$ cat src/rtl/fetch_buffer.sv
`default_nettype none
// +--------------------------------------------------------------------------+
// | Module   : fetch_buffer                                                  |
// | Brief    : Fetch-to-decode decoupling queue with per-request slot        |
// |            reservation. Optional same-cycle bypass when empty, enabled   |
// |            by defining FETCH_BUFFER_BYPASS_EN.                           |
// | Revision : 1.0                                                           |
// +--------------------------------------------------------------------------+
module fetch_buffer #(
  parameter int DEPTH = 4,
  parameter int ID_W  = 3,
  parameter int ERR_W = 5
) (
  input  logic                     clk,
  input  logic                     rst,
  input  logic                     flush,
  input  logic                     req_issue,
  output logic                     issue_allowed,
  input  logic                     push,
  input  logic                     drop,
  input  logic [31:0]              push_pc,
  input  logic [31:0]              push_instruction,
  input  logic [ID_W-1:0]          push_id,
  input  logic                     push_ok,
  input  logic [ERR_W-1:0]         push_error_code,
  output logic                     decode_valid,
  input  logic                     decode_ready,
  output logic [31:0]              decode_pc,
  output logic [31:0]              decode_instruction,
  output logic [ID_W-1:0]          decode_id,
  output logic                     decode_ok,
  output logic [ERR_W-1:0]         decode_error_code,
  output logic [$clog2(DEPTH):0]   occupancy
);

  localparam int c_IDX_W = $clog2(DEPTH);
  localparam int c_PTR_W = c_IDX_W + 1;

  logic [c_PTR_W-1:0] r_wr_ptr;
  logic [c_PTR_W-1:0] r_rd_ptr;
  logic [c_PTR_W-1:0] r_count;
  logic [c_PTR_W-1:0] r_reserved;

  logic [31:0]       r_pc_mem  [DEPTH];
  logic [31:0]       r_ins_mem [DEPTH];
  logic [ID_W-1:0]   r_id_mem  [DEPTH];
  logic              r_ok_mem  [DEPTH];
  logic [ERR_W-1:0]  r_err_mem [DEPTH];

  logic               w_empty;
  logic               w_full;
  logic               w_bypass;
  logic               w_pop_buf;
  logic               w_wr_en;
  logic [c_PTR_W:0]   w_budget;
  logic [c_IDX_W-1:0] w_rd_idx;
  logic [c_IDX_W-1:0] w_wr_idx;

  assign w_rd_idx = r_rd_ptr[c_IDX_W-1:0];
  assign w_wr_idx = r_wr_ptr[c_IDX_W-1:0];
  assign w_empty  = (r_wr_ptr == r_rd_ptr);
  assign w_full   = (r_wr_ptr[c_IDX_W] != r_rd_ptr[c_IDX_W]) &&
                    (r_wr_ptr[c_IDX_W-1:0] == r_rd_ptr[c_IDX_W-1:0]);

`ifdef FETCH_BUFFER_BYPASS_EN
  assign w_bypass = w_empty & push & ~flush;
`else
  assign w_bypass = 1'b0;
`endif

  // Budget uses registered state only, so a same-cycle push/pop never loops back.
  assign w_budget      = {1'b0, r_count} + {1'b0, r_reserved};
  assign issue_allowed = (w_budget < (c_PTR_W+1)'(DEPTH));

  assign decode_valid = ~w_empty | w_bypass;
  assign w_pop_buf    = ~w_empty & decode_ready & ~flush;
  // A bypassed entry taken by decode never lands in the array.
  assign w_wr_en      = push & ~flush & ~(w_bypass & decode_ready);
  assign occupancy    = r_count;

  assign decode_pc          = w_bypass ? push_pc          : r_pc_mem[w_rd_idx];
  assign decode_instruction = w_bypass ? push_instruction : r_ins_mem[w_rd_idx];
  assign decode_id          = w_bypass ? push_id          : r_id_mem[w_rd_idx];
  assign decode_ok          = w_bypass ? push_ok          : r_ok_mem[w_rd_idx];
  assign decode_error_code  = w_bypass ? push_error_code  : r_err_mem[w_rd_idx];

  always_ff @(posedge clk or negedge rst) begin
    if (!rst) begin
      r_wr_ptr   <= '0;
      r_rd_ptr   <= '0;
      r_count    <= '0;
      r_reserved <= '0;
    end else begin
      // Reservations survive flush: in-flight requests still resolve later.
      r_reserved <= r_reserved + c_PTR_W'(req_issue) - c_PTR_W'(push) - c_PTR_W'(drop);
      if (flush) begin
        r_wr_ptr <= '0;
        r_rd_ptr <= '0;
        r_count  <= '0;
      end else begin
        if (w_wr_en) r_wr_ptr <= r_wr_ptr + c_PTR_W'(1);
        if (w_pop_buf) r_rd_ptr <= r_rd_ptr + c_PTR_W'(1);
        r_count <= r_count + c_PTR_W'(w_wr_en) - c_PTR_W'(w_pop_buf);
      end
    end
  end

  always_ff @(posedge clk or negedge rst) begin
    if (!rst) begin
      for (int i = 0; i < DEPTH; i++) begin
        r_pc_mem[i]  <= '0;
        r_ins_mem[i] <= '0;
        r_id_mem[i]  <= '0;
        r_ok_mem[i]  <= 1'b0;
        r_err_mem[i] <= '0;
      end
    end else if (w_wr_en) begin
      r_pc_mem[w_wr_idx]  <= push_pc;
      r_ins_mem[w_wr_idx] <= push_instruction;
      r_id_mem[w_wr_idx]  <= push_id;
      r_ok_mem[w_wr_idx]  <= push_ok;
      r_err_mem[w_wr_idx] <= push_error_code;
    end
  end

  a_resolve_needs_resv: assert property (@(posedge clk) disable iff (!rst)
    (push | drop) |-> (r_reserved != '0))
    else $error("fetch_buffer: push/drop with no outstanding reservation");

  a_push_drop_excl: assert property (@(posedge clk) disable iff (!rst)
    !(push && drop))
    else $error("fetch_buffer: push and drop in the same cycle");

  a_issue_allowed: assert property (@(posedge clk) disable iff (!rst)
    req_issue |-> issue_allowed)
    else $error("fetch_buffer: req_issue while issue not allowed");

  a_push_full: assert property (@(posedge clk) disable iff (!rst)
    !(push && w_full))
    else $error("fetch_buffer: push while full");

endmodule
`default_nettype wire
$ cat config.mk
export PLATFORM = sky130hd
export DESIGN_NAME = fetch_buffer
export DESIGN_NICKNAME = d
export VERILOG_FILES = /design/src/rtl/fetch_buffer.sv
export SDC_FILE = /design/constraint.sdc
export NUM_CORES = 1
export LEC_CHECK = 0
export ABC_AREA = 1
export CORE_ASPECT_RATIO = 2
export CORE_MARGIN = 1.5
export CORE_UTILIZATION = 51
export DETAILED_ROUTE_END_ITERATION = 10
export PLACE_DENSITY = 0.79
export SLEW_MARGIN = 20
export SYNTH_ARGS = -nofsm -noshare
export SYNTH_HDL_FRONTEND = slang
export SYNTH_SLANG_ARGS = --single-unit
$ cat constraint.sdc
create_clock -name clk -period 2.3 [get_ports clk]
set_clock_uncertainty 0.05 [all_clocks]
set_input_delay 0.46 -clock clk [delete_from_list [all_inputs] [get_ports clk]]
set_output_delay 0.46 -clock clk [all_outputs]
set_load 0.02 [all_outputs]
Word level (Yosys, flattened, before mapping):

Index checks and enable logic that the tools add are counted.

* register bits: 304
* input bits: 80
* output and inout port bits: 78
* logic and storage cells: 80

* add/subtract/negate cells: 8
* order comparisons: 4
* eq/ne operators: 1
* mux-type cells: 33
* bitwise gates (word level): 7
* reduce and logical (&&, ||, !) cells: 3

Operators with widths (count)
* 128-bit bitwise mux: 2
* 32-bit two-way mux: 5
* 32-bit binary-select mux with 2-bit select: 2
* 32-bit demux with 2-bit select: 1
* 3-bit two-way mux: 8
* 20-bit bitwise mux: 1
* 5-bit two-way mux: 3
* 12-bit bitwise mux: 1
* 5-bit binary-select mux with 2-bit select: 1
* 5-bit demux with 2-bit select: 1
* 3-bit by 1-bit subtractor with 3-bit output: 3
* 3-bit by 1-bit adder with 3-bit output: 2
* 3-bit by 1-bit adder with 3-bit output, second input constant: 2
* 3-bit binary-select mux with 2-bit select: 1
* 3-bit demux with 2-bit select: 1
* 3-bit >= comparator, second input constant: 2
* 2-bit NOT with 3-bit output: 2
* 3-bit by 3-bit adder with 4-bit output: 1
* 4-bit bitwise mux: 1
* 4-bit by 3-bit less-than comparator with 1-bit output, second input constant: 1
* 2-bit nonzero test: 2
* 1-bit AND: 3
* 3-bit equality test: 1
* 3-bit by 1-bit less-than comparator with 1-bit output, second input constant: 1
* 5 further kinds: 8

Longest topological paths before layout:

Gate-level depths: netlist of the first run.

* depth in word-level cells: 6
* gate-level depth with buffers: 14
* gate-level depth less buffers: 13

Least setup slack after synthesis of the first run:

OpenSTA, ideal clock, no wires.

* kind: reg-to-reg
* start point: reg r_rd_ptr[0]
* end point: reg r_count[2] (netlist: occupancy[2])
* setup time: 124 ps
* data arrival time: 2281 ps
* data required time: 2126 ps
* setup slack: -155 ps
* stages on the path, launching flop included: 15
* path buffers: 1
* clock period less this slack: 2455 ps
* path through: dfrtp_1 buf_4 inv_2 nand2_1 nand2_1 nand3_1 nand2_1 nor2_1 ha_1 inv_1 ha_1 inv_1 fa_1 o21ai_0 a21oi_1

* longest elaborated chain between the ends: 6

Ends and longest elaborated chain
* from (decl): RTL line 40 `logic [c_PTR_W-1:0] r_rd_ptr;`
* from (signal assigned): RTL line 102 `if (w_pop_buf) r_rd_ptr <= r_rd_ptr + c_PTR_W'(1);`
* 3-bit equality test: RTL line 61 `assign w_empty = (r_wr_ptr == r_rd_ptr);`
* 1-bit NOT
* via decode_valid: RTL line 26 `output logic decode_valid,`
* 1-bit AND (2 in a row): RTL line 76 `assign w_pop_buf = ~w_empty & decode_ready & ~flush;`
* 3-bit by 1-bit subtractor with 3-bit output: RTL line 103 `r_count <= r_count + c_PTR_W'(w_wr_en) - c_PTR_W'(w_pop_buf);`
* 3-bit two-way mux: RTL line 96 `if (flush) begin`
* to (signal assigned): RTL line 103
* to (decl): RTL line 41 `logic [c_PTR_W-1:0] r_count;`

The timed path passes the listed nets, and every way through them passes these cells.
A chain may end at the register's enable or synchronous reset.

Worst setup path in the final report of the first run:

* start point: reg r_rd_ptr[1]
* end point: out decode_instruction[3]

* longest elaborated chain between the ends: 4

Ends and longest elaborated chain
* 2-bit NOT with 3-bit output (not written as such): RTL line 82 `assign decode_instruction = w_bypass ? push_instruction : r_ins_mem[w_rd_idx];`
* 32-bit binary-select mux with 2-bit select: RTL line 82
* 32-bit two-way mux (not written as such) (2 in a row): RTL line 82
* to (decl): RTL line 29 `output logic [31:0] decode_instruction,`

Every way passes these cells. The select of a mux whose other input is x is not followed.

==> flow_metrics.env, run 1 <==
export IMPL_ys_warnings_count=0
export IMPL_core_area_mm2=0.0255
export IMPL_fin_crit_ns=2.51
export IMPL_grt_usage_pct=26.6
export IMPL_htree_num_levels=1
export IMPL_drive_above_1_share_pct=18.1
export IMPL_antenna_left=0
export IMPL_gp_congestion=0.832
export IMPL_ir_worst_vdd_mv=0.777
export IMPL_synthesis_nets=1602
export IMPL_seq_area_frac_synth_pct=57.6
export IMPL_vias_per_cell=5.67
export IMPL_status="finished, violations left"
export IMPL_crit_arrival_ns=2.00
export IMPL_cp_end_kind="primary output"
export IMPL_clock_sinks=304
export IMPL_synth_top_flop_cell="dfrtp_1"
export IMPL_finalPower_uw=17500
export IMPL_post_synth_cell_area_avg_um2=8.75
export IMPL_synth_top_area_cell="dfrtp_1"
export IMPL_drc_errors=0
export IMPL_reg2reg_slack_ns=-0.03
export IMPL_worstSetupStartpointType="flop"
export IMPL_antenna_found_initial=2
export IMPL_overflow=0
export IMPL_path_max_fanout=18
export IMPL_grt_start_max_net_pins=79
export IMPL_max_slew_margin_pct=61.7
export IMPL_hp_class="primary input to asynchronous set/reset pin"
export IMPL_dr_pass1_iters=5
export IMPL_seqPwrFrac_pct=42.5
export IMPL_violations="negative setup slack"
export IMPL_clockPowerShare_pct=28.1
export IMPL_fin_tns_setup_ns=-7.87
export IMPL_wl_per_cell_um=18.2
export IMPL_drt_total_wl_um=37400
export IMPL_worstSetupPathType="flop to primary output"
export IMPL_cts_tree="done"
export IMPL_grt_pass1_wl_um=56700
export IMPL_slew_violations=0
export IMPL_synth_edf_count=0
export IMPL_ys_seq_elements=304
export IMPL_pin_count=158
export IMPL_rr_startpoint="r_rd_ptr[0]$_DFFE_PN0P_"
export IMPL_cts_inserted_buffers=26
export IMPL_synth_area_mm2=0.0132
export IMPL_syn_inst=1508
export IMPL_path_cells="buf_6, o21ai_0, o22ai_2, buf_4"
export IMPL_final_setup_viol_count=76
export IMPL_timing_critical_path_buf_inv=2
export IMPL_crit_required_ns=1.79
export IMPL_min_period_over_period_pct=109
export IMPL_internal_power_uw=11900
export IMPL_start_util_pct=51.7
export IMPL_crit_slowest_cell="dfrtp_2"
export IMPL_combPwrFrac_pct=29.3
export IMPL_synth_commonest_cells="422 x o21ai_0, 308 x nand2_1, 304 x dfrtp_1, 150 x nor2_1, 87 x inv_1"
export IMPL_synth_lib_cells_used_distinct=25
export IMPL_p_sw_share_pct=32.0
export IMPL_async_flop_share_pct=100
export IMPL_tightest_slew_ns=0.574
export IMPL_area_growth_pct=31.3
export IMPL_cts_path_max_buffers=3
export IMPL_numPortBuffers=157
export IMPL_grt_pass1_vias=11443
export IMPL_dieArea_mm2=0.0269
export IMPL_fmax_mhz=398
export IMPL_max_stage_delay_ns=0.50
export IMPL_hold_ws_ns=0.378
export IMPL_critPathTopFamily="flip-flops"
export IMPL_synthTopCellsByArea="dfrtp_1 58%, o21ai_0 16%, nand2_1 8.8%"
export IMPL_clock_latency_ns=0.54
export IMPL_synth_top_area_share_pct=57.6
export IMPL_power_switching_uw=5600
export IMPL_setup_ws_ns=-0.215
export IMPL_cap_violations=0
export IMPL_hold_viol=0
export IMPL_row_count=83
export IMPL_clkTransAtPathRegs_ns=0.07
export IMPL_fin_nets=1788
export IMPL_synth_most_common_cell="o21ai_0"
export IMPL_r2r_end="occupancy[2]$_DFF_PN0_"
export IMPL_powerDensity_mw_per_mm2=1010
export IMPL_dp_hpwl_um=22800
export IMPL_die_h_um=231
export IMPL_clock_root_buffer="clkbuf_16"
export IMPL_rsz0062_at_grt="true"
export IMPL_first_iter_violations=961
export IMPL_leakagePower_uw=0.00840
export IMPL_die_width_um=117
export IMPL_worst_r2r_cell_count=13
export IMPL_vias=11646
## worst max path at each step
stage	from	end	cells after the start
2_1_floorplan	r_rd_ptr[0]$_DFFE_PN0P_	occupancy[2]$_DFF_PN0_	14
3_3_place_gp	push	occupancy[2]$_DFF_PN0_	11
3_5_place_dp	push	occupancy[2]$_DFF_PN0_	11
4_1_cts	r_rd_ptr[0]$_DFFE_PN0P_	decode_pc[27]	6
5_1_grt	r_rd_ptr[0]$_DFFE_PN0P_	decode_pc[29]	5
6_report	r_rd_ptr[1]$_DFFE_PN0P_	decode_instruction[3]	4
## worst register-to-register path, delay by kind of cell (launching register included)
kind / cells / cell delay (ns)
AO/OA/AOI/OAI: 2 / 0.21
flip-flops: 1 / 0.58
buffers and inverters: 3 / 0.24
AND/OR/NAND/NOR: 5 / 0.41
adder cells (fa/ha/maj): 3 / 0.74
## per-stage QoR
step | instances | cell area, um2 | utilization, % | setup WS (ns)
after floorplan | 1508 | 13200 | - | 0.0250
after global placement | 1982 | 15700 | 61.4 | -0.164
after detailed placement | 1982 | 15700 | 61.4 | -0.157
after CTS | 2037 | 16700 | 65.3 | -0.327
after global routing | 2055 | 17300 | 67.8 | -0.216
final | 2055 | 17300 | 67.8 | -0.215
## what timing repair did
item	in CTS	in global routing
hold buffers	1	0
gates resized for setup	347	226
endpoints found under the hold margin	54	0
endpoints found under the setup margin	76	77
setup buffers	6	10
pin swaps	7	17
cloned	0	7
## state kept, by name, summed over array words and instances, names as in the netlist
register    flops
r_wr_ptr        3
r_id_mem       12
r_ok_mem        4
r_pc_mem      128
r_rd_ptr        3
r_reserved      3
occupancy       3
r_err_mem      20
r_ins_mem     128
## final cells by class
cell class	instances	area (um2)
timing repair buffer	268	2870
clock inverter	10	175
fill	1986	8220
antenna	1	2.50
tap	340	425
timing repair inverter	1	8.76
inverter	89	352
clock buffer	38	797
multi-input combinational	1004	5090
sequential	304	7610
## metal layers
metal,wire length (um),track usage [%],vias up
met3,1910,3.12,100
met2,20200,48.1,468
met4,1650,11.7,2
met5,13,0,-
met1,13600,31.0,5698
li1,-,-,5378
## layout by cell type, fill, tap and decap left out, types with 5 or more instances in the layout
cell	count
clkbuf_16	32
o21ai_1	65
clkbuf_8	8
o22ai_2	20
buf_4	103
bufinv_16	5
nor2_2	12
buf_6	34
clkdlybuf4s50_1	81
o21ai_0	348
o22ai_1	53
dfrtp_1	302
inv_1	87
o21ai_2	24
buf_2	7
nor2_1	135
clkinv_2	5
buf_12	33
nand2_1	301
ha_1	12
## power groups by stage
stage	Sequential [uW]	Clock (uW)	Combinational (uW)
2_1_floorplan	7210	0	2640
3_3_place_gp	7320	0	4590
3_5_place_dp	7390	0	4720
4_1_cts	7320	4980	4660
5_1_grt	7560	5190	5600
6_report	7430	4920	5120
## cells by family (layout without fill, tap and decap cells)
kind of cell / after synthesis / count (layout) / synth area share (%)
AO/OA/AOI/OAI: 517 / 517 / 20.3
XOR/XNOR: 5 / 5 / 0.332
adder cells (fa/ha/maj): 14 / 14 / 1.44
buffers and inverters: 200 / 406 / 6.77
flip-flops: 304 / 304 / 57.6
other: 0 / 1 / 0
AND/OR/NAND/NOR: 468 / 468 / 13.5
Note: power is estimated with default switching activity, not from simulation.
==> inputs of run 2 (changes only) <==
--- a/config.mk
+++ b/config.mk
@@ -6,11 +6,14 @@
 export NUM_CORES = 1
 export LEC_CHECK = 0
 export ABC_AREA = 1
+export CELL_PAD_IN_SITES_DETAIL_PLACEMENT = 1
+export CELL_PAD_IN_SITES_GLOBAL_PLACEMENT = 2
 export CORE_ASPECT_RATIO = 2
-export CORE_MARGIN = 1.5
-export CORE_UTILIZATION = 51
+export CORE_MARGIN = 10
+export CORE_UTILIZATION = 31
 export DETAILED_ROUTE_END_ITERATION = 10
-export PLACE_DENSITY = 0.79
+export PLACE_DENSITY = 0.78
+export SETUP_SLACK_MARGIN = 0.5
 export SLEW_MARGIN = 20
 export SYNTH_ARGS = -nofsm -noshare
 export SYNTH_HDL_FRONTEND = slang
==> run 2 against run 1 <==
- the run still ends with negative setup slack left
- global-route usage shrank 10 points
- critical path depth grew 1
- sequential share of layout area shrank 3.6 points
- non-clock buffer count grew 3
- combinational power grew 19%
- final cell count grew 10%
- clock power grew 10%
- maximum frequency shrank 0.25%
- sequential cell count is the same
- largest cell class unchanged
- count of clock-buffer cells in the layout grew 9
- core utilization shrank 23 points
==> flow_metrics.env, run 2 (synthesis gave the netlist of run 1 again) <==
export IMPL_status="finished, violations left"
export IMPL_violations="negative setup slack"
export IMPL_area_growth_pct=42.9
export IMPL_final_setup_viol_count=76
export IMPL_die_width_um=166
export IMPL_fin_nets=1794
export IMPL_rsz0062_at_grt="true"
export IMPL_powerDensity_mw_per_mm2=1010
export IMPL_slew_violations=0
export IMPL_crit_required_ns=1.79
export IMPL_clkTransAtPathRegs_ns=0.06
export IMPL_grt_usage_pct=16.6
export IMPL_fin_crit_ns=2.52
export IMPL_r2r_end="occupancy[1]$_DFF_PN0_"
export IMPL_grt_pass1_wl_um=70700
export IMPL_hold_viol=0
export IMPL_die_h_um=312
export IMPL_cp_end_kind="primary output"
export IMPL_antenna_left=0
export IMPL_reg2reg_slack_ns=-0.16
export IMPL_stdcell_count=2263
export IMPL_hp_class="primary input to asynchronous set/reset pin"
export IMPL_vias=11367
export IMPL_min_period_over_period_pct=110
export IMPL_clock_latency_ns=0.57
export IMPL_htree_num_levels=1
export IMPL_gp_congestion=0.774
export IMPL_wl_per_cell_um=19.7
export IMPL_crit_path_end="decode_pc[27]"
export IMPL_ir_worst_vdd_mv=0.569
export IMPL_cap_violations=0
export IMPL_grt_pass1_vias=12420
export IMPL_grt_start_max_net_pins=58
export IMPL_final_core_util_pct=45.0
export IMPL_crit_arrival_ns=2.01
export IMPL_tightest_slew_ns=0.393
export IMPL_drive_above_1_share_pct=25.6
export IMPL_first_iter_violations=593
export IMPL_path_max_fanout=9
export IMPL_place_inst=2182
export IMPL_clock_sinks=304
export IMPL_rr_startpoint="r_rd_ptr[0]$_DFFE_PN0P_"
export IMPL_pin_count=158
export IMPL_overflow=0
export IMPL_leakagePower_uw=0.00878
export IMPL_antenna_found_initial=0
export IMPL_core_area_mm2=0.0419
export IMPL_clock_root_buffer="clkbuf_16"
export IMPL_cts_tree="done"
export IMPL_place_ws_ns=-0.183
export IMPL_worstSetupStartpointType="flop"
export IMPL_worstSetupPathType="flop to primary output"
export IMPL_cts_path_max_buffers=3
export IMPL_n_fill_cell=4735
export IMPL_numPortBuffers=157
export IMPL_cp_startpoint="r_rd_ptr[0]$_DFFE_PN0P_"
export IMPL_final_common_cell="dfrtp_1"
export IMPL_drt_total_wl_um=44700
export IMPL_setup_ws_ns=-0.221
export IMPL_vias_per_cell=5.02
export IMPL_drc_errors=0
export IMPL_dr_pass1_iters=4
export IMPL_reg_largest_list="r_ins_mem: 128 flops, r_pc_mem: 128 flops, r_err_mem: 20 flops"
export IMPL_row_count=106
export IMPL_start_util_pct=31.5
export IMPL_cts_inserted_buffers=30
export IMPL_diodes=0
export IMPL_layout_common_cells="302 x dfrtp_1, 300 x nand2_1, 299 x o21ai_0"
export IMPL_fmax_mhz=397
export IMPL_worst_r2r_cell_count=12
export IMPL_dieArea_mm2=0.0517
export IMPL_dp_hpwl_um=29300
export IMPL_max_slew_margin_pct=73.8
export IMPL_finalPower_uw=19000
==> run 2: how the worst min path moves through the flow <==
| stage | from | slack [ns] | endpoint | cells after the start |
|---|---|---|---|---|
| global route | rst | 0.34 | r_pc_mem[5]$_DFFE_PN0P_ | 2 |
| finish | rst | 0.32 | r_pc_mem[5]$_DFFE_PN0P_ | 2 |
| CTS | rst | 0.32 | r_pc_mem[5]$_DFFE_PN0P_ | 2 |
| detailed placement | rst | 0.33 | r_pc_mem[5]$_DFFE_PN0P_ | 1 |
| global placement | rst | 0.33 | r_pc_mem[5]$_DFFE_PN0P_ | 1 |
| floorplan | rst | 0.11 | occupancy[0]$_DFF_PN0_ | 0 |
==> run 2: routing by layer <==
layer  wire length (um)  global-route usage, %
met5                  0                      0
met4               1040                   4.68
met3               1430                   2.39
met2              24000                   30.8
met1              18200                   19.2
==> run 2: final cells by class <==
class / count / area (um2) / share of cell area [%]
Clock buffer: 47 / 946 / 5.02
Clock inverter: 8 / 144 / 0.763
Inverter: 89 / 349 / 1.85
Multi-Input combinational cell: 1004 / 5790 / 30.7
Sequential cell: 304 / 7610 / 40.4
Tap cell: 540 / 676 / 3.58
Timing Repair Buffer: 271 / 3340 / 17.7
==> run 2: critical path, stage by stage, from the launching register on <==
cell and delay, ns:
dfrtp_4 0.52, clkinv_8 0.11, bufbuf_16 0.29, o21ai_0 0.23, o22ai_2 0.14, buf_6 0.15
==> run 2: what timing repair did <==
| item | CTS | global route |
|---|---|---|
| endpoints found under the hold margin | 32 | 0 |
| setup buffers | 8 | 4 |
| hold buffers | 1 | 0 |
| gates cloned | 7 | 6 |
| pin swaps | 37 | 23 |
| resized for setup | 612 | 147 |
| endpoints found under the setup margin | 81 | 81 |
==> run 2: through the flow <==
step	hold slack (ns)	TNS, ns	cell area [um2]
3_3_place_gp	0.329	-1.34	16600
3_5_place_dp	0.331	-1.87	16600
2_1_floorplan	0.114	0	13700
5_1_grt	0.337	-15.32	18900
4_1_cts	0.315	-13.31	18200
6_report	0.323	-10.25	18900
==> run 2: report_power, final <==
part | internal, uW | total (uW) | switching [uW]
Sequential | 6630 | 7510 | 872
Combinational | 2870 | 6090 | 3220
Clock | 3260 | 5420 | 2170
Total | 12800 | 19000 | 6260
==> inputs of run 3 (changes only) <==
--- a/config.mk
+++ b/config.mk
@@ -14,7 +14,7 @@
 export DETAILED_ROUTE_END_ITERATION = 10
 export PLACE_DENSITY = 0.78
 export SETUP_SLACK_MARGIN = 0.5
-export SLEW_MARGIN = 20
+export SLEW_MARGIN = 30
 export SYNTH_ARGS = -nofsm -noshare
 export SYNTH_HDL_FRONTEND = slang
 export SYNTH_SLANG_ARGS = --single-unit
==> results of run 3 <==
Same layout as run 2: the final DEF is identical, and so are final timing and power.
